### src/rtl/graph_mem_pkg.sv
// Shared types for the graph memory read-port arbiter.
// Holds default widths, the requester tag type and the request bundle.
package graph_mem_pkg;

   localparam int GM_ADDR_W  = 32;
   localparam int GM_DATA_W  = 32;
   localparam int GM_MAX_REQ = 8;
   localparam int TAG_W      = $clog2(GM_MAX_REQ);

   // Wide enough for any supported requester count (2..8).
   typedef logic [TAG_W-1:0] tag_t;

   typedef struct packed {
      logic [GM_ADDR_W-1:0] addr;
      logic                 hold;
   } req_t;

endpackage

### src/rtl/graph_mem_arbiter_tag_fifo.sv
// Synchronous FIFO of requester tags, one entry per in-flight read.
// Ports: clk_in, rst_in (sync, active-low), push_in/push_tag_in,
//        pop_in, head_out, count_out, full_out, empty_out.
module tag_fifo
   import graph_mem_pkg::*;
#(
   parameter int DEPTH = 4
) (
   input  logic                     clk_in,
   input  logic                     rst_in,
   input  logic                     push_in,
   input  tag_t                     push_tag_in,
   input  logic                     pop_in,
   output tag_t                     head_out,
   output logic [$clog2(DEPTH):0]   count_out,
   output logic                     full_out,
   output logic                     empty_out
);

   localparam int AW = $clog2(DEPTH);

   tag_t            r_mem [DEPTH];
   logic [AW-1:0]   r_wp;
   logic [AW-1:0]   r_rp;
   logic [AW:0]     r_cnt;
   logic            w_push;
   logic            w_pop;

   assign full_out  = (r_cnt == (AW+1)'(DEPTH));
   assign empty_out = (r_cnt == '0);
   assign count_out = r_cnt;
   assign head_out  = r_mem[r_rp];
   assign w_push    = push_in && !full_out;
   assign w_pop     = pop_in && !empty_out;

   always_ff @(posedge clk_in) begin
      if (w_push) r_mem[r_wp] <= push_tag_in;
   end

   always_ff @(posedge clk_in) begin
      if (!rst_in) begin
         r_wp  <= '0;
         r_rp  <= '0;
         r_cnt <= '0;
      end else begin
         if (w_push) r_wp <= r_wp + 1'b1;
         if (w_pop)  r_rp <= r_rp + 1'b1;
         case ({w_push, w_pop})
            2'b10:   r_cnt <= r_cnt + 1'b1;
            2'b01:   r_cnt <= r_cnt - 1'b1;
            default: r_cnt <= r_cnt;
         endcase
      end
   end

endmodule

### src/rtl/graph_mem_arbiter.sv
// Round-robin arbiter sharing one graph_memory read port among requesters,
// with burst hold and in-order response routing through a tag FIFO.
// Ports: clk_in, rst_in (sync, active-low); req_valid_in/req_addr_in/
//   req_hold_in/req_ready_out per requester; resp_data_out/resp_valid_out
//   back to requesters; mem_addr_out/mem_valid_out/mem_data_in/mem_valid_in
//   to memory; busy_out, error_out (sticky tag underflow).
module graph_mem_arbiter
   import graph_mem_pkg::*;
#(
   parameter int NUM_REQ         = 3,
   parameter int ADDR_W          = GM_ADDR_W,
   parameter int DATA_W          = GM_DATA_W,
   parameter int MAX_OUTSTANDING = 4
) (
   input  logic                           clk_in,
   input  logic                           rst_in,
   input  logic [NUM_REQ-1:0]             req_valid_in,
   input  logic [NUM_REQ-1:0][ADDR_W-1:0] req_addr_in,
   input  logic [NUM_REQ-1:0]             req_hold_in,
   output logic [NUM_REQ-1:0]             req_ready_out,
   output logic [DATA_W-1:0]              resp_data_out,
   output logic [NUM_REQ-1:0]             resp_valid_out,
   output logic [ADDR_W-1:0]              mem_addr_out,
   output logic                           mem_valid_out,
   input  logic [DATA_W-1:0]              mem_data_in,
   input  logic                           mem_valid_in,
   output logic                           busy_out,
   output logic                           error_out
);

   localparam int IW = (NUM_REQ > 1) ? $clog2(NUM_REQ) : 1;
   localparam int CW = $clog2(MAX_OUTSTANDING) + 1;

   logic [IW-1:0]       r_rr;
   logic                r_lock;
   logic [IW-1:0]       r_lock_id;
   logic [ADDR_W-1:0]   r_mem_addr;
   logic                r_mem_valid;
   logic [DATA_W-1:0]   r_resp_data;
   logic [NUM_REQ-1:0]  r_resp_valid;
   logic                r_err;

   logic [NUM_REQ-1:0]  w_grant;
   logic [IW-1:0]       w_gid;
   logic                w_acc;
   logic                w_pop;
   tag_t                w_head;
   logic [CW-1:0]       w_count;
   logic                w_full;
   logic                w_empty;

   function automatic logic [NUM_REQ-1:0] rr_pick(
      input logic [NUM_REQ-1:0] v,
      input logic [IW-1:0]      ptr
   );
      logic [NUM_REQ-1:0] g;
      logic               found;
      int                 idx;
      g     = '0;
      found = 1'b0;
      for (int k = 0; k < NUM_REQ; k++) begin
         idx = int'(ptr) + k;
         if (idx >= NUM_REQ) idx = idx - NUM_REQ;
         if (!found && v[idx]) begin
            g[idx] = 1'b1;
            found  = 1'b1;
         end
      end
      return g;
   endfunction

   // Ready is gated on the pre-pop count, so a full FIFO blocks a grant
   // even in the cycle a response frees a slot.
   always_comb begin
      w_grant = '0;
      if (rst_in && !w_full) begin
         if (r_lock && req_valid_in[r_lock_id])
            w_grant[r_lock_id] = 1'b1;
         else
            w_grant = rr_pick(req_valid_in, r_rr);
      end
   end

   always_comb begin
      w_gid = '0;
      for (int i = 0; i < NUM_REQ; i++)
         if (w_grant[i]) w_gid = IW'(i);
   end

   assign w_acc = |w_grant;
   assign w_pop = mem_valid_in && !w_empty;

   tag_fifo #(
      .DEPTH       (MAX_OUTSTANDING)
   ) u_tag_fifo (
      .clk_in      (clk_in),
      .rst_in      (rst_in),
      .push_in     (w_acc),
      .push_tag_in (TAG_W'(w_gid)),
      .pop_in      (w_pop),
      .head_out    (w_head),
      .count_out   (w_count),
      .full_out    (w_full),
      .empty_out   (w_empty)
   );

   always_ff @(posedge clk_in) begin
      if (!rst_in) begin
         r_rr         <= '0;
         r_lock       <= 1'b0;
         r_lock_id    <= '0;
         r_mem_addr   <= '0;
         r_mem_valid  <= 1'b0;
         r_resp_data  <= '0;
         r_resp_valid <= '0;
         r_err        <= 1'b0;
      end else begin
         r_mem_valid <= w_acc;
         if (w_acc) begin
            r_mem_addr <= req_addr_in[w_gid];
            r_rr       <= (w_gid == IW'(NUM_REQ - 1)) ? '0 : w_gid + 1'b1;
            r_lock     <= req_hold_in[w_gid];
            r_lock_id  <= w_gid;
         end else if (r_lock && (!req_valid_in[r_lock_id] ||
                                 !req_hold_in[r_lock_id])) begin
            r_lock <= 1'b0;
         end
         r_resp_valid <= '0;
         if (w_pop) begin
            r_resp_data  <= mem_data_in;
            r_resp_valid <= {{(NUM_REQ-1){1'b0}}, 1'b1} << w_head[IW-1:0];
         end
         // Data with no owner is dropped; the flag stays until reset.
         if (mem_valid_in && w_empty) r_err <= 1'b1;
      end
   end

   assign req_ready_out  = w_grant;
   assign mem_addr_out   = r_mem_addr;
   assign mem_valid_out  = r_mem_valid;
   assign resp_data_out  = r_resp_data;
   assign resp_valid_out = r_resp_valid;
   assign busy_out       = (w_count != '0) || r_mem_valid;
   assign error_out      = r_err;

endmodule

### config.mk
export PLATFORM = sky130hd
export DESIGN_NAME = graph_mem_arbiter
export DESIGN_NICKNAME = d
export VERILOG_FILES = /design/src/rtl/graph_mem_pkg.sv /design/src/rtl/graph_mem_arbiter_tag_fifo.sv /design/src/rtl/graph_mem_arbiter.sv
export SDC_FILE = /design/constraint.sdc
export NUM_CORES = 1
export LEC_CHECK = 0
export CAP_MARGIN = 0
export CORE_MARGIN = 2
export CORE_UTILIZATION = 45
export CTS_CLUSTER_DIAMETER = 30
export DETAILED_ROUTE_END_ITERATION = 8
export GPL_ROUTABILITY_DRIVEN = 1
export PLACE_DENSITY_LB_ADDON = 0.1
export SLEW_MARGIN = 40
export SYNTH_ARGS = -nofsm -noshare
export SYNTH_HDL_FRONTEND = slang
export SYNTH_SLANG_ARGS = --single-unit
### constraint.sdc
create_clock -name clk_in -period 8.65 [get_ports clk_in]
set_input_delay 0.865 -clock clk_in [delete_from_list [all_inputs] [get_ports clk_in]]
set_output_delay 0.865 -clock clk_in [all_outputs]
set_load 0.05 [all_outputs]
; ---- Yosys cells after proc, flatten, opt, wreduce, memory -nomap -nowiden
; Memory sizes are Yosys's and may differ from the RTL's. A register that Yosys moved wholly into a read port is not among the register bits.
; Cells that the tools add are included.
[totals]
regBits = 81
ram_bits = 8
input_bits = 137
word_cells = 127
n_memories = 1
[classes]
addsub = 10
order_cmp = 12
eq_ne = 4
shifts = 1
muxes = 59
bitwise = 2
n_reduce_logical = 27
[mem_list]
columns = memory, words, word_bits, read_ports, rd_clocked_by_memory_dff, write_ports, line_no
row1 = u_tag_fifo.r_mem, 4, 2, 1, 1, 1, graph_mem_arbiter_tag_fifo.sv:22  ; tag_t r_mem [DEPTH];
[op_table]
columns = op, count
row1 = 2-to-1 mux 32 bit, 10
row2 = >= comparator 32 x 1 -> 1 bit (second input constant), 3
row3 = < comparator 32 x 4 -> 1 bit (second input constant), 3
row4 = binary-select mux 32 bit (select 2 bit), 1
row5 = 2-to-1 mux 3 bit, 9
row6 = 2-to-1 mux 1 bit, 24
row7 = logical AND 1 bit, 13
row8 = binary-select mux 1 bit (select 2 bit), 6
row9 = demux 1 bit (select 2 bit), 4
row10 = 2-to-1 mux 2 bit, 4
row11 = subtractor 3 x 2 -> 4 bit (second input constant), 2
row12 = adder 2 x 1 -> 2 bit (second input constant), 3
row13 = >= comparator 3 x 2 -> 1 bit (second input constant), 2
row14 = zero test 1 bit, 6
row15 = < comparator 2 x 3 -> 1 bit (second input constant), 2
row16 = OR 3 bit, 2
row17 = one-hot mux 3 bit (2 select lines), 1
row18 = equality test 2 bit (second input constant), 2
row19 = nonzero test 2 bit, 2
row20 = adder 2 x 1 -> 3 bit (second input constant), 1
row21 = adder 2 x 2 -> 3 bit (second input constant), 1
row22 = adder 3 x 1 -> 3 bit (second input constant), 1
row23 = equality test 3 bit (second input constant), 1
row24 = zero test 3 bit, 1
row25 = other kinds (10), 11

; ---- Longest topological paths before layout
; Gate-level depths: netlist (run 1).
[logic_depth]
depth_word = 26
ltp_mapped = 16
ltp_nobuf = 14

; ---- Hierarchy
; From an unflattened synthesis (run 1), not the netlist that was laid out.
[hier_totals]
cells_unflattened = 669
hier_area_um2 = 5511.5
[modules_own_cells]
columns = module, instances, cells_each, area_each_um2
row1 = graph_mem_arbiter, 1, 600, 4589.4
row2 = tag_fifo, 1, 69, 922.1

; ---- Least setup slack after synthesis (run 1)
; OpenSTA, ideal clock, no wires.
[synth_path]
path_kind = input to register
startpoint = in req_valid_in[0]
endpoint = reg u_tag_fifo.r_cnt[2], in the netlist u_tag_fifo.count_out[2]
arrival_ns = 3.340
setup_slack_ns = 5.235
cell_stages = 12
n_path_buf = 0
cell_sequence = mux2_4 > mux2i_1 > o2bb2ai_1 > o31ai_4 > inv_2 > nor3_4 > ha_1 > inv_1 > fa_1 > xor2_1 > or3_1 > a21boi_0
[synth_between]
elab_chain_cells = 20
elab_cells_between_ends = 39
classes_between = 2 x eq/ne / 27 x mux / 2 x bitwise / 8 x reduce/logical
[synth_lines]
columns = item, line_no
row1 = "start, declared", graph_mem_arbiter.sv:17  ; input logic [NUM_REQ-1:0] req_valid_in,
row2 = binary-select mux 1 bit (select 2 bit), graph_mem_arbiter.sv:64  ; if (!found && v[idx]) begin
row3 = 2-to-1 mux 1 bit (not written as such) (2 in a row), graph_mem_arbiter.sv:64
row4 = 2-to-1 mux 1 bit, graph_mem_arbiter.sv:64
row5 = 2-to-1 mux 1 bit, graph_mem_arbiter.sv:77  ; if (r_lock && req_valid_in[r_lock_id])
row6 = 2-to-1 mux 1 bit, graph_mem_arbiter.sv:76  ; if (rst_in && !w_full) begin
row7 = zero test 1 bit, graph_mem_arbiter.sv:64
row8 = logical AND 1 bit, graph_mem_arbiter.sv:64
row9 = 2-to-1 mux 1 bit, graph_mem_arbiter.sv:64
row10 = [3 not listed], n/a
row11 = logical AND 1 bit, graph_mem_arbiter.sv:64
row12 = 2-to-1 mux 3 bit, graph_mem_arbiter.sv:64
row13 = 2-to-1 mux 3 bit *, graph_mem_arbiter.sv:77
row14 = 2-to-1 mux 3 bit *, graph_mem_arbiter.sv:76
row15 = OR reduction 3 bit *, graph_mem_arbiter.sv:90  ; assign w_acc = |w_grant;
row16 = logical AND 1 bit *, graph_mem_arbiter_tag_fifo.sv:33  ; assign w_push = push_in && !full_out;
row17 = equality test 2 x 1 -> 1 bit or equality test 2 bit (tied branches), graph_mem_arbiter_tag_fifo.sv:48  ; case ({w_push, w_pop})
row18 = one-hot mux 3 bit (2 select lines) or nonzero test 2 bit (tied branches), n/a
row19 = "end signal, assigned", graph_mem_arbiter_tag_fifo.sv:49  ; 2'b10: r_cnt <= r_cnt + 1'b1;
row20 = "end signal, assigned", graph_mem_arbiter_tag_fifo.sv:50  ; 2'b01: r_cnt <= r_cnt - 1'b1;
row21 = "end signal, assigned", graph_mem_arbiter_tag_fifo.sv:51  ; default: r_cnt <= r_cnt;
row22 = "end, declared", graph_mem_arbiter_tag_fifo.sv:25  ; logic [AW:0] r_cnt;
; Mark *: on every way between the ends. The rest lies on a longest branch, timed or not. The select of a mux whose other input is x is not followed.
; A chain may end at the register's enable or synchronous reset.

; ---- Worst setup path after layout (run 1)
[layout_path]
startpoint = in req_valid_in[2]
endpoint = out req_ready_out[1]
[layout_between]
elab_chain_cells = 16
elab_cells_between_ends = 33
classes_between = 26 x mux / 2 x bitwise / 5 x reduce/logical
[layout_lines]
columns = item, line_no
row1 = binary-select mux 1 bit (select 2 bit), graph_mem_arbiter.sv:64
row2 = 2-to-1 mux 1 bit (not written as such) (2 in a row), graph_mem_arbiter.sv:64
row3 = 2-to-1 mux 1 bit, graph_mem_arbiter.sv:64
row4 = 2-to-1 mux 1 bit, graph_mem_arbiter.sv:77
row5 = 2-to-1 mux 1 bit, graph_mem_arbiter.sv:76
row6 = zero test 1 bit, graph_mem_arbiter.sv:64
row7 = logical AND 1 bit, graph_mem_arbiter.sv:64
row8 = 2-to-1 mux 1 bit, graph_mem_arbiter.sv:64
row9 = 2-to-1 mux 1 bit, graph_mem_arbiter.sv:77
row10 = 2-to-1 mux 1 bit, graph_mem_arbiter.sv:76
row11 = zero test 1 bit, graph_mem_arbiter.sv:64
row12 = logical AND 1 bit, graph_mem_arbiter.sv:64
row13 = 2-to-1 mux 3 bit, graph_mem_arbiter.sv:64
row14 = 2-to-1 mux 3 bit *, graph_mem_arbiter.sv:77
row15 = 2-to-1 mux 3 bit *, graph_mem_arbiter.sv:76
row16 = "end, declared", graph_mem_arbiter.sv:20  ; output logic [NUM_REQ-1:0] req_ready_out,
; Marks and branches as above.

==> impl_metrics.ini, run 1 <==
[cells_and_area]
final_cells = 835
multi_input_area_sq_um = 2270
n_fill_cell = 812
drive_gt1_share_pct = 5.27
final_core_util_pct = 69.1
regArea_sq_um = 1880
fin_nets = 844
num_antenna_cells = 0
final_common_cell = clkdlybuf4s50_1
area_growth_pct = 50.2
layout_common_cells = clkdlybuf4s50_1 (208), nand2_1 (106), dfxtp_1 (82)

[worst_setup_path]
slowest_stage = clkdlybuf4s50_1
critical_path.max_stage_delay_ns = 0.92
crit_top_cell = clkdlybuf4s50_1
cp.arrival_ns = 4.19
crit_path_max_fanout = 62
path_cells = clkdlybuf4s50_1 > mux2_4 > a32o_1 > o41ai_2 > o21ai_2 > buf_4 > inv_4 > clkdlybuf4s50_1
crit_path_start_kind = primary input
r2r_setup_slack_ns = 4.31
end_kind = primary output
path_class = primary input to primary output
required_ns = 7.79

[yosys]
synth_cells = 521
seq_area_frac_synth_pct = 42.0
synthesis.area_sq_um = 4480
ys_types = 54
synth_area_per_cell_sq_um = 8.59
async_reset_ff_share_pct = 0
synth_edf_count = 8
ys_warn_count = 0
synth_ff_type = dfxtp_1
ys_ff_latch = 90
synth_fp_nets = 668

[timing]
hold_viol_final = 0
fin_skew_ns = 0.0106
finalCritPeriodShare_pct = 58.5
tightest_slew_ns = 0.778
hold_slack_ns = 0.462
slew_violations = 0
period_needed_ns = 5.06
tns_ns = 0
fmax_mhz = 198
finalSetupViolCount = 0
slew_headroom_pct = 48.2
rsz0062_at_grt = false
setup_ws_ns = 3.59

[hold_path]
holdCritPathClass = register to register

[clocking]
cts_hold_buf = 0
post_cts_buffers = 0
root_buffer = clkbuf_8
cts.sinks = 90
cts_buffer_depth = 2
cts_tree = built
clk_pin_slew_ns = 0.09
cts_made_buffers = 9
htreeDepth = 3
cts_resized = 0
clock_latency_ns = 0.36

[global_route]
grt_usage_pct = 23.8
grt_max_degree = 75
grt_pass1_vias = 4427
gr-total-overflow = 0
grt_pass1_wl_um = 21400
antenna_found_initial = 0

[place]
hpwl_um = 9290
gp_congestion = 0.882
port_buffers = 209
dp_slack_ns = 3.30
dpl.cell_count = 819

[power]
power_density_nw_per_um2 = 354
ir_drop_mv = 0.246
leakage_nw = 2.35

[run_status]
status = completed

[route]
drc = 0
dr.pass1.iters = 5
vias_per_cell = 5.59
dr.first_iter.drc_count = 228
drt-total-wl_um = 13300
ant_nets = 0
avgRoutedWirePerCell_um = 16.0
vias = 4666

[floorplan]
die_area_sq_um = 10800
core_area_sq_um = 9730
die_y_um = 104
fp.dieW_um = 104
io_pins = 210
start_util_pct = 46.0
num_rows = 36

[flow_run]
drv_cap = 0
==> power by group <==
group	switching, mW	leakage (nW)	internal [mW]
combinational	0.938	1.50	0.525
clock	0.161	0.0973	0.110
sequential	0.0825	0.749	0.561
==> registers in the layout (all words and copies together), names as in the netlist, named ones only <==
| register | flops |
|---|---|
| r_lock | 1 |
| r_rr | 1 |
| u_tag_fifo.r_rp | 2 |
| mem_valid_out | 1 |
| mem_addr_out | 32 |
| r_lock_id | 2 |
| u_tag_fifo.count_out | 3 |
| resp_data_out | 32 |
| u_tag_fifo.r_wp | 2 |
| resp_valid_out | 3 |
| u_tag_fifo.r_mem | 8 |
| error_out | 1 |
==> layer usage <==
| layer | part of all wire (%) | track usage, % | wire length [um] |
|---|---|---|---|
| met1 | 42 | 29.2 | 5530 |
| met2 | 49 | 40.9 | 6470 |
| met3 | 7.4 | 6.17 | 987 |
| met4 | 2.5 | 7.92 | 335 |
| met5 | 0 | 0 | 0 |
==> cells by family (layout without fill, tap and decap cells) <==
family / Yosys count / in the layout / share of synthesized area (%)
fa+ha+maj: 10 / 10 / 2.96
compound gates: 153 / 153 / 25.9
buf+inv: 73 / 254 / 7.30
xor+xnor: 4 / 4 / 0.783
simple gates: 182 / 182 / 18.3
flops: 90 / 90 / 42.0
mux: 9 / 9 / 2.71
==> metrics by stage <==
step / cell area [sq um] / total power [mW]
after CTS: 6720 / 2.38
after floorplan: 4480 / 1.71
after global routing: 6720 / 2.53
after global placement: 6540 / 2.07
final: 6720 / 2.38
after detailed placement: 6540 / 2.11
==> layout make-up <==
cell class                 count  share of cell area [%]
multi-input combinational    358                    33.8
timing repair buffer         214                    31.6
sequential                    90                    28.0
tap                          133                    2.48
clock buffer                   9                    1.84
inverter                      24                    1.43
clock inverter                 7                   0.856
==> path summary, 6_finish.rpt <==
kind | from | to | cells after the start
worst min-delay path | mem_addr_out[29] | mem_addr_out[29] | 2
worst min register to register | mem_addr_out[29] | mem_addr_out[29] | 2
worst max register to register | r_lock_id[0] | u_tag_fifo.count_out[2] | 15
worst max-delay path | req_valid_in[2] | req_ready_out[1] | 8
==> synth_stat cells, types with 6 or more instances <==
| master | n | area share, % |
|---|---|---|
| a211oi_1 | 6 | 1.0 |
| o21ai_0 | 8 | 0.89 |
| nor3_1 | 10 | 1.1 |
| nor2_1 | 9 | 0.75 |
| dfxtp_1 | 82 | 37 |
| o41ai_1 | 26 | 5.1 |
| ha_1 | 9 | 2.5 |
| a21boi_0 | 33 | 5.5 |
| nor2b_1 | 7 | 0.98 |
| buf_4 | 8 | 1.3 |
| edfxtp_1 | 8 | 5.4 |
| buf_2 | 14 | 1.6 |
| o211ai_1 | 27 | 4.5 |
| o32ai_1 | 6 | 1.2 |
| a31oi_1 | 30 | 4.2 |
| clkbuf_1 | 24 | 2.0 |
| nand3_1 | 29 | 3.2 |
| inv_1 | 20 | 1.7 |
| nand2_1 | 106 | 8.9 |
==> worst max-delay path: cells and delay by family <==
family | cells | cell delay (ns)
AO/OA/AOI/OAI | 3 | 0.75
buffers and inverters | 4 | 2.23
multiplexers | 1 | 0.33
Note: power is estimated with default switching activity, not from simulation.
==> inputs of run 2 (changes only) <==
--- a/config.mk
+++ b/config.mk
@@ -7,7 +7,7 @@
 export LEC_CHECK = 0
 export CAP_MARGIN = 0
 export CORE_MARGIN = 2
-export CORE_UTILIZATION = 45
+export CORE_UTILIZATION = 42
 export CTS_CLUSTER_DIAMETER = 30
 export DETAILED_ROUTE_END_ITERATION = 8
 export GPL_ROUTABILITY_DRIVEN = 1
==> constraint.sdc (replaced) <==
create_clock -name clk_in -period 5.1 [get_ports clk_in]
set_input_delay 0.51 -clock clk_in [delete_from_list [all_inputs] [get_ports clk_in]]
set_output_delay 0.51 -clock clk_in [all_outputs]
set_load 0.05 [all_outputs]
==> impl_metrics.ini, run 2 (synthesis gave the netlist of run 1 again) <==
[worst_setup_path]
path_cells = ha_1 > mux2_4 > nor3_1 > o31ai_1 > a31o_2 > inv_4 > clkdlybuf4s50_1
reg2reg_depth = 14
r2r_setup_slack_ns = 1.25
crit_family = buffers and inverters
path_depth = 7
critical_path.max_stage_delay_ns = 0.93
crit_path_start_kind = register
r2r-end = u_tag_fifo.count_out[2]
cp_num_buf_inv = 2
cp.arrival_ns = 3.56
crit_path_max_fanout = 74
end_kind = primary output
rr_startpoint = r_lock_id[0]
slowest_stage = clkdlybuf4s50_1
path_class = register to primary output
required_ns = 4.59

[clocking]
cts.sinks = 90
cts_buffer_depth = 2
clock_latency_ns = 0.35
cts_hold_buf = 0
cts_resized = 0
htreeDepth = 3
clk_pin_slew_ns = 0.09
cts_made_buffers = 9
root_buffer = clkbuf_8
cts_tree = built
post_cts_buffers = 0

[timing]
rsz0062_at_grt = false
hold_slack_ns = 0.460
fmax_mhz = 246
period_needed_ns = 4.07
tightest_slew_ns = 0.738
hold_viol_final = 0
finalSetupViolCount = 0
slew_violations = 0
fin_skew_ns = 0.00453
setup_ws_ns = 1.03
finalCritPeriodShare_pct = 79.8
tns_ns = 0
slew_headroom_pct = 50.8

[run_status]
status = completed

[global_route]
gr-total-overflow = 0
grt_max_degree = 75
grt_pass1_vias = 4350
grt_usage_pct = 23.0
antenna_found_initial = 0
grt_pass1_wl_um = 21100

[power]
leakage_nw = 2.38
power_density_nw_per_um2 = 611
ir_drop_mv = 0.346

[route]
dr.first_iter.drc_count = 297
ant_nets = 0
drt-total-wl_um = 13600
vias = 4611
avgRoutedWirePerCell_um = 16.2
vias_per_cell = 5.48
drc = 0
dr.pass1.iters = 5

[cells_and_area]
final_common_cell = clkdlybuf4s50_1
layout_common_cells = clkdlybuf4s50_1 (208), nand2_1 (106), dfxtp_1 (82)
fin_nets = 847
area_growth_pct = 52.1
num_antenna_cells = 0
drive_gt1_share_pct = 5.53
n_fill_cell = 864
final_cells = 841

[floorplan]
num_rows = 37
core_area_sq_um = 10300
die_area_sq_um = 11500
start_util_pct = 43.4
fp.dieW_um = 107
io_pins = 210
die_y_um = 107

[place]
gp_congestion = 0.924
dpl.cell_count = 825
port_buffers = 209
hpwl_um = 9570
dp_slack_ns = 1.02

[hold_path]
whs_path_depth = 2
holdCritPathClass = register to register
hold_end = mem_addr_out[23]
min_from = mem_addr_out[23]

[flow_run]
drv_cap = 0
==> run 2: worst max path at each step <==
stage,startpoint,endpoint,slack (ns)
floorplan,r_lock_id[0],u_tag_fifo.count_out[2],1.80
global placement,req_valid_in[1],req_ready_out[2],1.20
detailed placement,req_valid_in[1],u_tag_fifo.count_out[2],1.02
CTS,r_lock_id[0],req_ready_out[2],1.00
global route,r_lock_id[0],req_ready_out[2],0.82
finish,r_lock_id[0],req_ready_out[2],1.03
==> run 2: layout make-up <==
type	instances	area, sq um	share of cell area [%]
multi-input combinational	358	2280	33.5
timing repair buffer	217	2150	31.5
sequential	90	1880	27.6
tap	136	170	2.50
clock buffer	12	165	2.43
inverter	24	93.8	1.38
clock inverter	4	72.6	1.07
==> run 2: worst register-to-register path, cell delays in order (launching register included) <==
cell	delay, ns
dfxtp_1	0.50
inv_1	0.16
ha_1	0.31
inv_1	0.18
mux2i_1	0.30
o2bb2ai_1	0.16
o21ai_4	0.18
clkinv_2	0.22
nor3_4	0.42
ha_1	0.25
inv_1	0.06
fa_1	0.37
xor2_1	0.16
or3_1	0.31
a21boi_0	0.19
==> run 2: routing by layer <==
metal	GRT usage, %	routed length [um]	vias to the layer above
met2	40.9	6820	192
met5	0	0	-
li1	-	-	2234
met3	6.14	1190	16
met4	6.96	184	0
met1	27.0	5420	2169
==> run 2: stage by stage <==
step	util, %	cell area (sq um)	power, mW
after floorplan	-	4480	2.90
after global placement	63.7	6570	3.55
after detailed placement	63.7	6570	3.61
after CTS	66.0	6810	4.18
after global routing	66.0	6810	4.42
final	66.0	6810	4.16
==> run 2: power by group <==
group | switching, mW | total [mW] | leakage (nW) | internal (mW)
registers | 0.129 | 1.08 | 0.749 | 0.951
logic | 1.61 | 2.51 | 1.51 | 0.906
clock network | 0.250 | 0.565 | 0.119 | 0.316
==> inputs of run 3 (changes only) <==
==> constraint.sdc (replaced) <==
create_clock -name clk_in -period 3.8 [get_ports clk_in]
set_input_delay 0.38 -clock clk_in [delete_from_list [all_inputs] [get_ports clk_in]]
set_output_delay 0.38 -clock clk_in [all_outputs]
set_load 0.05 [all_outputs]
==> impl_metrics.ini, run 3 (synthesis gave the netlist of run 1 again) <==
[worst_setup_path]
end_kind = primary output
crit_path_start_kind = register
required_ns = 3.42
path_class = register to primary output
path_cells = inv_1 > ha_1 > or2_1 > a32o_1 > o41ai_2 > o21ai_4 > clkinv_2 > buf_6 > buf_4
cp.arrival_ns = 3.15
slowest_stage = dfxtp_1
crit_path_max_fanout = 61
critical_path.max_stage_delay_ns = 0.50

[power]
switching_share_pct = 48.0
comb_power_share_pct = 61.0
p_int_mw = 2.90
total_power_mw = 5.57
ir_drop_mv = 0.707
pwr-share-seq_pct = 26.0
clkPwrFrac_pct = 13.0
power_density_nw_per_um2 = 817
switching_power_mw = 2.67
leakage_nw = 2.40

[route]
ant_nets = 0
vias = 4583
vias_per_cell = 5.44
dr.pass1.iters = 4
drc = 0
avgRoutedWirePerCell_um = 16.0
dr.first_iter.drc_count = 240
drt-total-wl_um = 13500

[global_route]
grt_max_degree = 74
antenna_found_initial = 0
grt_usage_pct = 22.8
grt_pass1_wl_um = 20900
grt_pass1_vias = 4427
gr-total-overflow = 0

[cells_and_area]
drive_gt1_share_pct = 6.08
num_antenna_cells = 0
final_common_cell = clkdlybuf4s50_1
layout_common_cells = clkdlybuf4s50_1 (205), nand2_1 (106), dfxtp_1 (82)
finalInstanceArea_sq_um = 6820
fin_nets = 849
area_growth_pct = 52.4

[floorplan]
io_pins = 210
num_rows = 37
core_area_sq_um = 10300
start_util_pct = 43.4
die_y_um = 107
fp.dieW_um = 107
die_area_sq_um = 11500

[timing]
hold_viol_final = 0
slew_headroom_pct = 47.9
slew_violations = 0
fin_skew_ns = 0.00664
fmax_mhz = 283
finalCritPeriodShare_pct = 92.8
tightest_slew_ns = 0.782
period_needed_ns = 3.53
tns_ns = 0
rsz0062_at_grt = false
finalSetupViolCount = 0
hold_slack_ns = 0.465

[clocking]
cts.sinks = 90
cts_buffer_depth = 2
cts_tree = built
htreeDepth = 3
cts_hold_buf = 0
cts_made_buffers = 9
cts_resized = 0
root_buffer = clkbuf_8
clk_pin_slew_ns = 0.09
clock_latency_ns = 0.36
post_cts_buffers = 0

[place]
dpl-instance-area_sq_um = 6590
gp_congestion = 0.875
port_buffers = 209
hpwl_um = 9220

[run_status]
status = completed

[flow_run]
drv_cap = 0

[hold_path]
holdCritPathClass = register to register
==> run 3: cell types whose count changed in the layout (fill, tap and decap cells not counted), sizes merged <==
| cell | before | now |
|---|---|---|
| bufinv | 2 | 1 |
| buf | 9 | 14 |
| clkdlybuf4s50 | 208 | 205 |
| clkinvlp | 1 | 0 |
| clkbuf | 12 | 13 |
| clkinv | 3 | 4 |
==> run 3: stage by stage <==
step	instances	setup slack, ns	util (%)
4_1_cts	843	0.0935	66.0
3_3_place_gp	827	0.494	63.8
5_1_grt	843	0.0651	66.1
6_report	843	0.272	66.1
3_5_place_dp	827	0.303	63.8
2_1_floorplan	521	0.498	-
==> run 3: metal layers <==
| layer | up-vias | track usage [%] | part of all wire, % |
|---|---|---|---|
| li1 | 2239 | - | - |
| met1 | 2139 | 27.2 | 40 |
| met2 | 183 | 39.7 | 50 |
| met3 | 22 | 5.41 | 7.9 |
| met4 | 0 | 8.72 | 1.9 |
| met5 | - | 0 | 0 |
==> run 3: final timing paths <==
kind	start	to	slack [ns]	cells after the start
setup / recovery	r_lock_id[0]	req_ready_out[1]	0.27	9
hold / removal	mem_addr_out[23]	mem_addr_out[23]	0.46	2
setup reg to reg	r_lock_id[0]	u_tag_fifo.count_out[2]	0.37	14
hold reg to reg	mem_addr_out[23]	mem_addr_out[23]	0.46	2
==> run 3: area by class of cell <==
cell class              instances  area (sq um)
multi-input cells             358          2280
well taps                     136           170
clock inverters                 3          43.8
clock buffers                  13           180
repair buffers                219          2170
inverters                      24          93.8
fillers                       905          3500
flip-flops and latches         90          1880
==> run 3: power by group through the flow <==
stage          combinational [mW]  sequential (mW)  clock (mW)
6_report                     3.40             1.45       0.724
5_1_grt                      3.66             1.48       0.795
4_1_cts                      3.41             1.45       0.747
3_5_place_dp                 3.40             1.47           0
3_3_place_gp                 3.34             1.46           0
2_1_floorplan                1.74             2.15           0
==> run 3: critical path, delay by kind of cell (launching register included) <==
family                     cells  cell delay [ns]
buffers and inverters          4             0.92
AOI/OAI and AO/OA              3             0.82
DFF                            1             0.50
adders and majority gates      1             0.31
and+or+nand+nor                1             0.24
